<file path="src/rtl/sd_arb_pkg.sv">
// Shared definitions for the sd_block_arbiter virtual-disk channel sharer:
// controller state encoding, buffer data width helper and watchdog default.
package sd_arb_pkg;

  typedef enum logic [1:0] {
    ST_IDLE,
    ST_ISSUE,
    ST_XFER,
    ST_DONE
  } arb_state_t;

  localparam int TO_W_DEFAULT = 24;

  // Top bit index of the sector buffer data bus for a given hps_io WIDE setting.
  function automatic int dw_of(input int wide);
    return (wide != 0) ? 15 : 7;
  endfunction

endpackage

</file>
<file path="src/rtl/sd_block_arbiter_rr_pick.sv">
// Round-robin priority picker: first requester after 'last', wrapping modulo NREQ.
module rr_pick #(
  parameter  int NREQ = 2,
  localparam int IW   = (NREQ > 1) ? $clog2(NREQ) : 1
) (
  input  logic [NREQ-1:0] req,
  input  logic [IW-1:0]   last,
  output logic [NREQ-1:0] grant,
  output logic [IW-1:0]   idx,
  output logic            any
);

  logic [IW-1:0] cand;

  // NOTE: every output gets a default before the loop so no path leaves
  // a variable unassigned and no latch is inferred.
  always_comb begin
    grant = '0;
    idx   = '0;
    any   = 1'b0;
    cand  = '0;
    // NREQ need not be a power of two, so wrap explicitly instead of overflowing.
    for (int k = 1; k <= NREQ; k++) begin
      if (int'(last) + k >= NREQ) cand = IW'(int'(last) + k - NREQ);
      else                        cand = IW'(int'(last) + k);
      if (!any && req[cand]) begin
        any         = 1'b1;
        grant[cand] = 1'b1;
        idx         = cand;
      end
    end
  end

endmodule

</file>
<file path="src/rtl/sd_block_arbiter.sv">
// Shares one hps_io virtual-disk block channel between NREQ clients, one sector
// request at a time, with round-robin arbitration and a request watchdog.
module sd_block_arbiter
  import sd_arb_pkg::*;
#(
  parameter  int NREQ = 2,
  parameter  int WIDE = 0,
  parameter  int TO_W = TO_W_DEFAULT,
  localparam int DW   = dw_of(WIDE),
  localparam int IW   = (NREQ > 1) ? $clog2(NREQ) : 1
) (
  input  logic                   clk_sys,
  input  logic                   reset_n,

  input  logic [32*NREQ-1:0]     cl_lba,
  input  logic [NREQ-1:0]        cl_rd,
  input  logic [NREQ-1:0]        cl_wr,
  output logic [NREQ-1:0]        cl_ack,
  output logic [NREQ-1:0]        cl_done,
  output logic [NREQ-1:0]        cl_err,
  output logic [NREQ-1:0]        cl_buff_wr,
  input  logic [(DW+1)*NREQ-1:0] cl_buff_din,

  output logic [31:0]            sd_lba,
  output logic                   sd_rd,
  output logic                   sd_wr,
  input  logic                   sd_ack,
  input  logic                   sd_buff_wr,
  output logic [DW:0]            sd_buff_din
);

  arb_state_t       state;
  logic [NREQ-1:0]  grant;
  logic [IW-1:0]    rr_last;
  logic [TO_W-1:0]  wd;

  logic [NREQ-1:0]  pick_grant;
  logic [IW-1:0]    pick_idx;
  logic             pick_any;

  rr_pick #(.NREQ(NREQ)) u_pick (
    .req   (cl_rd | cl_wr),
    .last  (rr_last),
    .grant (pick_grant),
    .idx   (pick_idx),
    .any   (pick_any)
  );

  // NOTE: all state is updated with non-blocking assignments so every branch
  // sees the values from before the clock edge.
  always_ff @(posedge clk_sys or negedge reset_n) begin
    if (!reset_n) begin
      state   <= ST_IDLE;
      grant   <= '0;
      rr_last <= IW'(NREQ - 1);
      sd_lba  <= '0;
      sd_rd   <= 1'b0;
      sd_wr   <= 1'b0;
      wd      <= '0;
      cl_done <= '0;
      cl_err  <= '0;
    end else begin
      cl_done <= '0;
      cl_err  <= '0;
      case (state)
        ST_IDLE: begin
          // A leftover ack from a previous owner must drain before a new command.
          if (!sd_ack && pick_any) begin
            grant   <= pick_grant;
            rr_last <= pick_idx;
            sd_lba  <= cl_lba[32*pick_idx +: 32];
            sd_rd   <= cl_rd[pick_idx] & ~cl_wr[pick_idx];
            sd_wr   <= cl_wr[pick_idx];
            wd      <= '0;
            state   <= ST_ISSUE;
          end
        end
        ST_ISSUE: begin
          if (sd_ack) begin
            sd_rd <= 1'b0;
            sd_wr <= 1'b0;
            state <= ST_XFER;
          end else if (&wd) begin
            sd_rd  <= 1'b0;
            sd_wr  <= 1'b0;
            cl_err <= grant;
            grant  <= '0;
            state  <= ST_IDLE;
          end else begin
            wd <= wd + TO_W'(1);
          end
        end
        ST_XFER: begin
          if (!sd_ack) state <= ST_DONE;
        end
        ST_DONE: begin
          cl_done <= grant;
          grant   <= '0;
          state   <= ST_IDLE;
        end
        default: state <= ST_IDLE;
      endcase
    end
  end

  // Zero-latency routing keeps buffer strobes aligned with hps_io's sd_buff_addr.
  assign cl_ack     = grant & {NREQ{sd_ack}};
  assign cl_buff_wr = grant & {NREQ{sd_buff_wr}};

  always_comb begin
    sd_buff_din = '0;
    for (int i = 0; i < NREQ; i++) begin
      if (grant[i]) sd_buff_din = cl_buff_din[i*(DW+1) +: DW+1];
    end
  end

endmodule

</file>
<file path="config.mk">
export PLATFORM = sky130hd
export DESIGN_NAME = sd_block_arbiter
export DESIGN_NICKNAME = d
export VERILOG_FILES = /design/src/rtl/sd_arb_pkg.sv /design/src/rtl/sd_block_arbiter_rr_pick.sv /design/src/rtl/sd_block_arbiter.sv
export SDC_FILE = /design/constraint.sdc
export NUM_CORES = 1
export LEC_CHECK = 0
export CORE_ASPECT_RATIO = 1.2
export CORE_UTILIZATION = 45
export DETAILED_ROUTE_END_ITERATION = 10
export PLACE_DENSITY = 0.92
export REMOVE_ABC_BUFFERS = 1
export SLEW_MARGIN = 20
export SYNTH_ARGS = -nofsm -noshare
export SYNTH_HDL_FRONTEND = slang
export SYNTH_SLANG_ARGS = --single-unit
</file>
<file path="constraint.sdc">
create_clock -name clk_sys -period 5.06 [get_ports clk_sys]
set_input_delay 1.265 -clock clk_sys [delete_from_list [all_inputs] [get_ports clk_sys]]
set_output_delay 1.265 -clock clk_sys [all_outputs]
set_load 0.005 [all_outputs]
</file>
; Yosys cells after proc, flatten, opt, wreduce, memory -nomap -nowiden
; Cells that the tools add are included.
[totals]
ff_bits = 67
input_bits = 88
output_inout_bits = 50
elab_cells = 96
[classes]
addsub = 5
n_lt_le_gt_ge = 7
eq_ne = 9
shifts = 1
mux = 44
bitwise = 6
reduce_logical = 15
[ops]
columns = operator, count
row1 = $mux W24, 3
row2 = $shiftx A64 B7 Y32, 1
row3 = $pmux W24 S2, 1
row4 = $add A24 B1 Y24 const B, 1
row5 = $mux W2, 12
row6 = $reduce_and A24 Y1, 1
row7 = $mux W1, 20
row8 = $mux W8, 2
row9 = $ne A2 B2 Y1 const B, 5
row10 = $pmux W2 S4, 1
row11 = $reduce_and A4 Y1, 2
row12 = $lt A1 B2 Y1 const B, 3
row13 = $pmux W2 S3, 1
row14 = $reduce_and A3 Y1, 2
row15 = $and A2 B2 Y2, 2
row16 = $eq A2 B2 Y1 const B, 2
row17 = $logic_and A1 B1 Y1, 4
row18 = $or A2 B2 Y2, 2
row19 = $pmux W1 S2, 2
row20 = $add A1 B2 Y3 const B, 1
row21 = $ge A3 B2 Y1 const B, 1
row22 = $ne A3 B3 Y1 const B, 1
row23 = $reduce_bool A3 Y1, 1
row24 = $add A1 B1 Y2 const B, 1
row25 = other kinds (11), 15

; Longest topological paths before layout
[depth]
ltp_word = 15
ltp_mapped = 7
depth_no_buf = 6

; Modules after synthesis
; A second synthesis with hierarchy kept.
[hier_totals]
cells_unflattened = 356
hier_area_um2 = 3413.3
[by_module_without_submodules]
columns = mod, instances, cells_each, area_per_inst_um2, seq_area_each_um2
row1 = sd_block_arbiter, 1, 351, 3380.7, 1677.9
row2 = rr_pick, 1, 5, 32.5, 0.0

; Worst setup path before layout
; OpenSTA, ideal clock, no wires.
[synth_path]
path_type = input port to output port
from = input port cl_buff_din[8]
to = output port sd_buff_din[0]
arrival_time_ns = 1.482
t_required_ns = 3.795
slack_ns = 2.313
cell_stages = 1
n_path_buf = 0
cell_sequence = a22o_1
[synth_via]
elab_chain_cells = 1
[synth_lines]
columns = item, line
row1 = start: declaration, sd_block_arbiter.sv:22  ; input logic [(DW+1)*NREQ-1:0] cl_buff_din,
row2 = $mux W8, sd_block_arbiter.sv:113  ; if (grant[i]) sd_buff_din = cl_buff_din[i*(DW+1) +: DW+1];
row3 = end: declaration, sd_block_arbiter.sv:29  ; output logic [DW:0] sd_buff_din
; No other way between the ends.

; Worst setup path after layout
[layout_path]
from = input port sd_ack
to = output port cl_ack[0]
[layout_via]
elab_chain_cells = 1
[layout_lines]
columns = item, line
row1 = start: declaration, sd_block_arbiter.sv:27  ; input logic sd_ack,
row2 = $and A2 B2 Y2, sd_block_arbiter.sv:107  ; assign cl_ack = grant & {NREQ{sd_ack}};
row3 = end: declaration, sd_block_arbiter.sv:18  ; output logic [NREQ-1:0] cl_ack,
; No other way between the ends.

==> impl_metrics.toml <==
[status]
result_of_the_run = "complete, no violations"

[pwr]
power.sequential.fraction_pct = 37.0
internal_power_mw = 1.48
p_sw_share_pct = 30.2
combPwrFrac_pct = 35.1
p_switching_uw = 643
p_per_area_nw_per_um2 = 413
clock_power_share_pct = 27.9
power_mw = 2.13
static-leakage-power_nw = 2.15
vdd.ir_drop.worst_mv = 0.266

[worst_setup_path]
worst_setup_path_end_kind = "primary output"
timing.critical_path.arrival_ps = 2580
worst_path_required_time_ps = 3800
timing.critical_path.fanout_max = 8
worstSetupStartpointType = "primary input"
timing.setup.critical_path_class = "primary input to primary output"

[sta]
period_share_pct = 75.9
final-hold-violation-count = 0
slew_headroom_pct = 41.1
timing.final.max_slew_violations = 0
period_minus_slack_ps = 3840
maxClockFrequency_ghz = 0.260
measured_slew_at_the_worst_slew_check_pin_ps = 875
final-setup-viol-count = 0
timing.final.ws_setup_ps = 1220
clock-skew-final_ps = 8.38
setup_repair_after_global_routing_missed_its_margin = "no"

[global_routing]
grt_use_total_pct = 26.6
grt_busiest_layer = "met2"
antenna_found_initial = 0
first_global_vias = 3463
pin_count_of_the_biggest_net_entering_global_routing = 76
grt_util_met2_pct = 45.9
globalRouteMet3Util_pct = 7.66
grt_first_pass_wirelength_mm = 16.2
gr-total-overflow = 0
grt_use_met1_pct = 28.1

[routing]
average_wire_length_per_cell_after_detail_routing_um = 17.8
vias = 3428
drt_iter0_drc = 319
drt_drc_violations_left = 0
route.final.wire_length_mm = 10.5
route.antenna.remaining_nets = 0
dr.pass1.iters = 5
post_drt_via_cell_ratio = 5.81

[floorplan]
die_width_um = 81.8
placeableCoreArea_um2 = 7320
die_h_um = 97.7
ios = 138
floorplan.die_area_um2 = 7990
num_rows = 34
floorplan.initialDensity_pct = 47.0

[placement]
place.detailed.hpwl_mm = 7.30
port-buffer-count = 137
pre_cts_slack_ps = 1250
dpl-instance-area_um2 = 4880
placedCellCount = 574
gpl.final_weighted_congestion = 0.929

[final_layout]
finish.net_count = 584
diodes = 0
finish.cell_count_without_fillers = 590
fill_cells = 485
area_growth_pct = 49.9
sequential_cell_area_um2 = 1680
final_core_util_pct = 70.4
multiInputGateArea_um2 = 1690
design_area_um2 = 5150
post_route_cells_drive_above_1_share_pct = 5.60

[synth]
synth_area_leaders = "dfrtp_1 (48%), mux2i_1 (9.6%), a21oi_1 (7.0%)"
synthesis.area_per_instance_um2 = 9.49
synth_edf_count = 0
post_synth_num_cell_types = 42
dominantRegCellSynth = "dfrtp_1"
synth-async-reset-ratio_pct = 100
mappedNetlistArea_um2 = 3440
synthCells = 362
ys_warn_count = 0
post_synthesis_cell_type_with_the_largest_combined_area = "dfrtp_1"
synth.top_cell.area_share_pct = 48.1
seq_area_frac_synth_pct = 48.8
synth.ff_latch_count = 67

[hold_path]
worst_min_delay_path_category = "register to register"

[cts]
clock_sinks = 67
cts_hold_buf = 0
clk_root_buffer_cell = "clkbuf_8"
post_cts.repair.setup_buffers = 0
tritoncts = "done"
cts_buffers = 9
cts-root-to-sink-buffers = 2
postCtsResizedCells = 0
ctsHtreeMaxLevel = 3
clk_pin_slew_ps = 70
clock_latency_ps = 360

[flow_run]
max_capacitance_violation_total = 0
==> stage by stage <==
| step | TNS (ps) | hold WS [ps] |
|---|---|---|
| final | 0 | 509 |
| after global routing | 0 | 535 |
| after CTS | 0 | 506 |
| after global placement | 0 | 474 |
| after floorplan | -10260 | 470 |
| after detailed placement | 0 | 487 |
==> cell families after synthesis <==
logic type                 share of synthesized area (%)
buffers and inverters                               2.58
muxes                                               9.61
and+or+nand+nor                                     19.5
adders and majority gates                          0.364
AOI/OAI and AO/OA                                   19.1
DFF                                                 48.8
==> final cells by class <==
cell class	count	share of cell area (%)
multi-input combinational	273	32.8
sequential	67	32.6
timing repair buffer	140	27.0
clock inverter	6	2.67
clock buffer	10	2.48
tap	90	2.19
inverter	4	0.291
==> routing by layer <==
metal,vias up,wire [um]
met2,164,5510
met1,1624,3740
met5,-,0
li1,1601,-
met4,0,369
met3,39,884
==> synth_stat cells (2+ instances only) <==
cell type   n
inv_1       4
nand2_1    21
nor2b_1     2
nor2_1     47
a211oi_1    2
and3_1      8
a21oi_1    48
o21a_1      3
clkbuf_1   13
or3_1       5
dfrtp_1    66
nand3_1    15
o21ai_1     2
buf_2       2
nand2b_1    3
nand4_1     5
o31ai_1     6
nor3_1      4
or4_1       6
o21ai_0    22
nor4_1      2
a22o_1     12
and2_1      6
o2bb2ai_1   3
mux2i_1    33
buf_1       2
a31oi_1     5
==> layout by cell type (no fill, tap or decap), drive strengths merged, types with 5 or more instances in the layout <==
cell type,instances
or3,5
a22o,12
dfrtp,66
nand4,6
mux2i,33
o31ai,6
clkdlybuf4s50,136
nor3,5
and2,6
o21ai,24
clkbuf,10
a31oi,5
or4,6
and3,8
nand3,15
a21oi,48
nor2,47
nand2,21
==> power groups by stage <==
stage | Clock [mW] | Sequential [mW] | Combinational (mW)
after floorplan | 0 | 0.779 | 0.319
after global placement | 0 | 0.774 | 0.705
after detailed placement | 0 | 0.789 | 0.742
after CTS | 0.597 | 0.784 | 0.750
after global routing | 0.624 | 0.803 | 0.806
final | 0.593 | 0.786 | 0.746
==> final timing paths <==
kind / from / end / slack, ps / cells past startpoint
max: sd_ack / cl_ack[0] / 1220 / 3
min: sd_rd$_DFFE_PN0P_ / sd_rd$_DFFE_PN0P_ / 510 / 1
max reg2reg: state[0]$_DFFE_PN0P_ / wd[12]$_DFFE_PN0P_ / 2590 / 5
min reg2reg: sd_rd$_DFFE_PN0P_ / sd_rd$_DFFE_PN0P_ / 510 / 1
max in group asynchronous: reset_n / sd_lba[29]$_DFFE_PN0P_ / 3440 / 2
min in group asynchronous: reset_n / sd_lba[10]$_DFFE_PN0P_ / 900 / 1
==> sequential cells by signal, indices dropped and copies added, names as in the netlist, named ones only <==
signal   count
cl_done      2
grant        2
sd_rd        1
cl_err       2
state        1
rr_last      1
sd_wr        1
sd_lba      32
wd          24
==> critical path, stage by stage <==
cell	delay, ps
clkdlybuf4s50_1	640
and2_1	170
clkdlybuf4s50_1	500
Power figures use the tool's default switching activity.
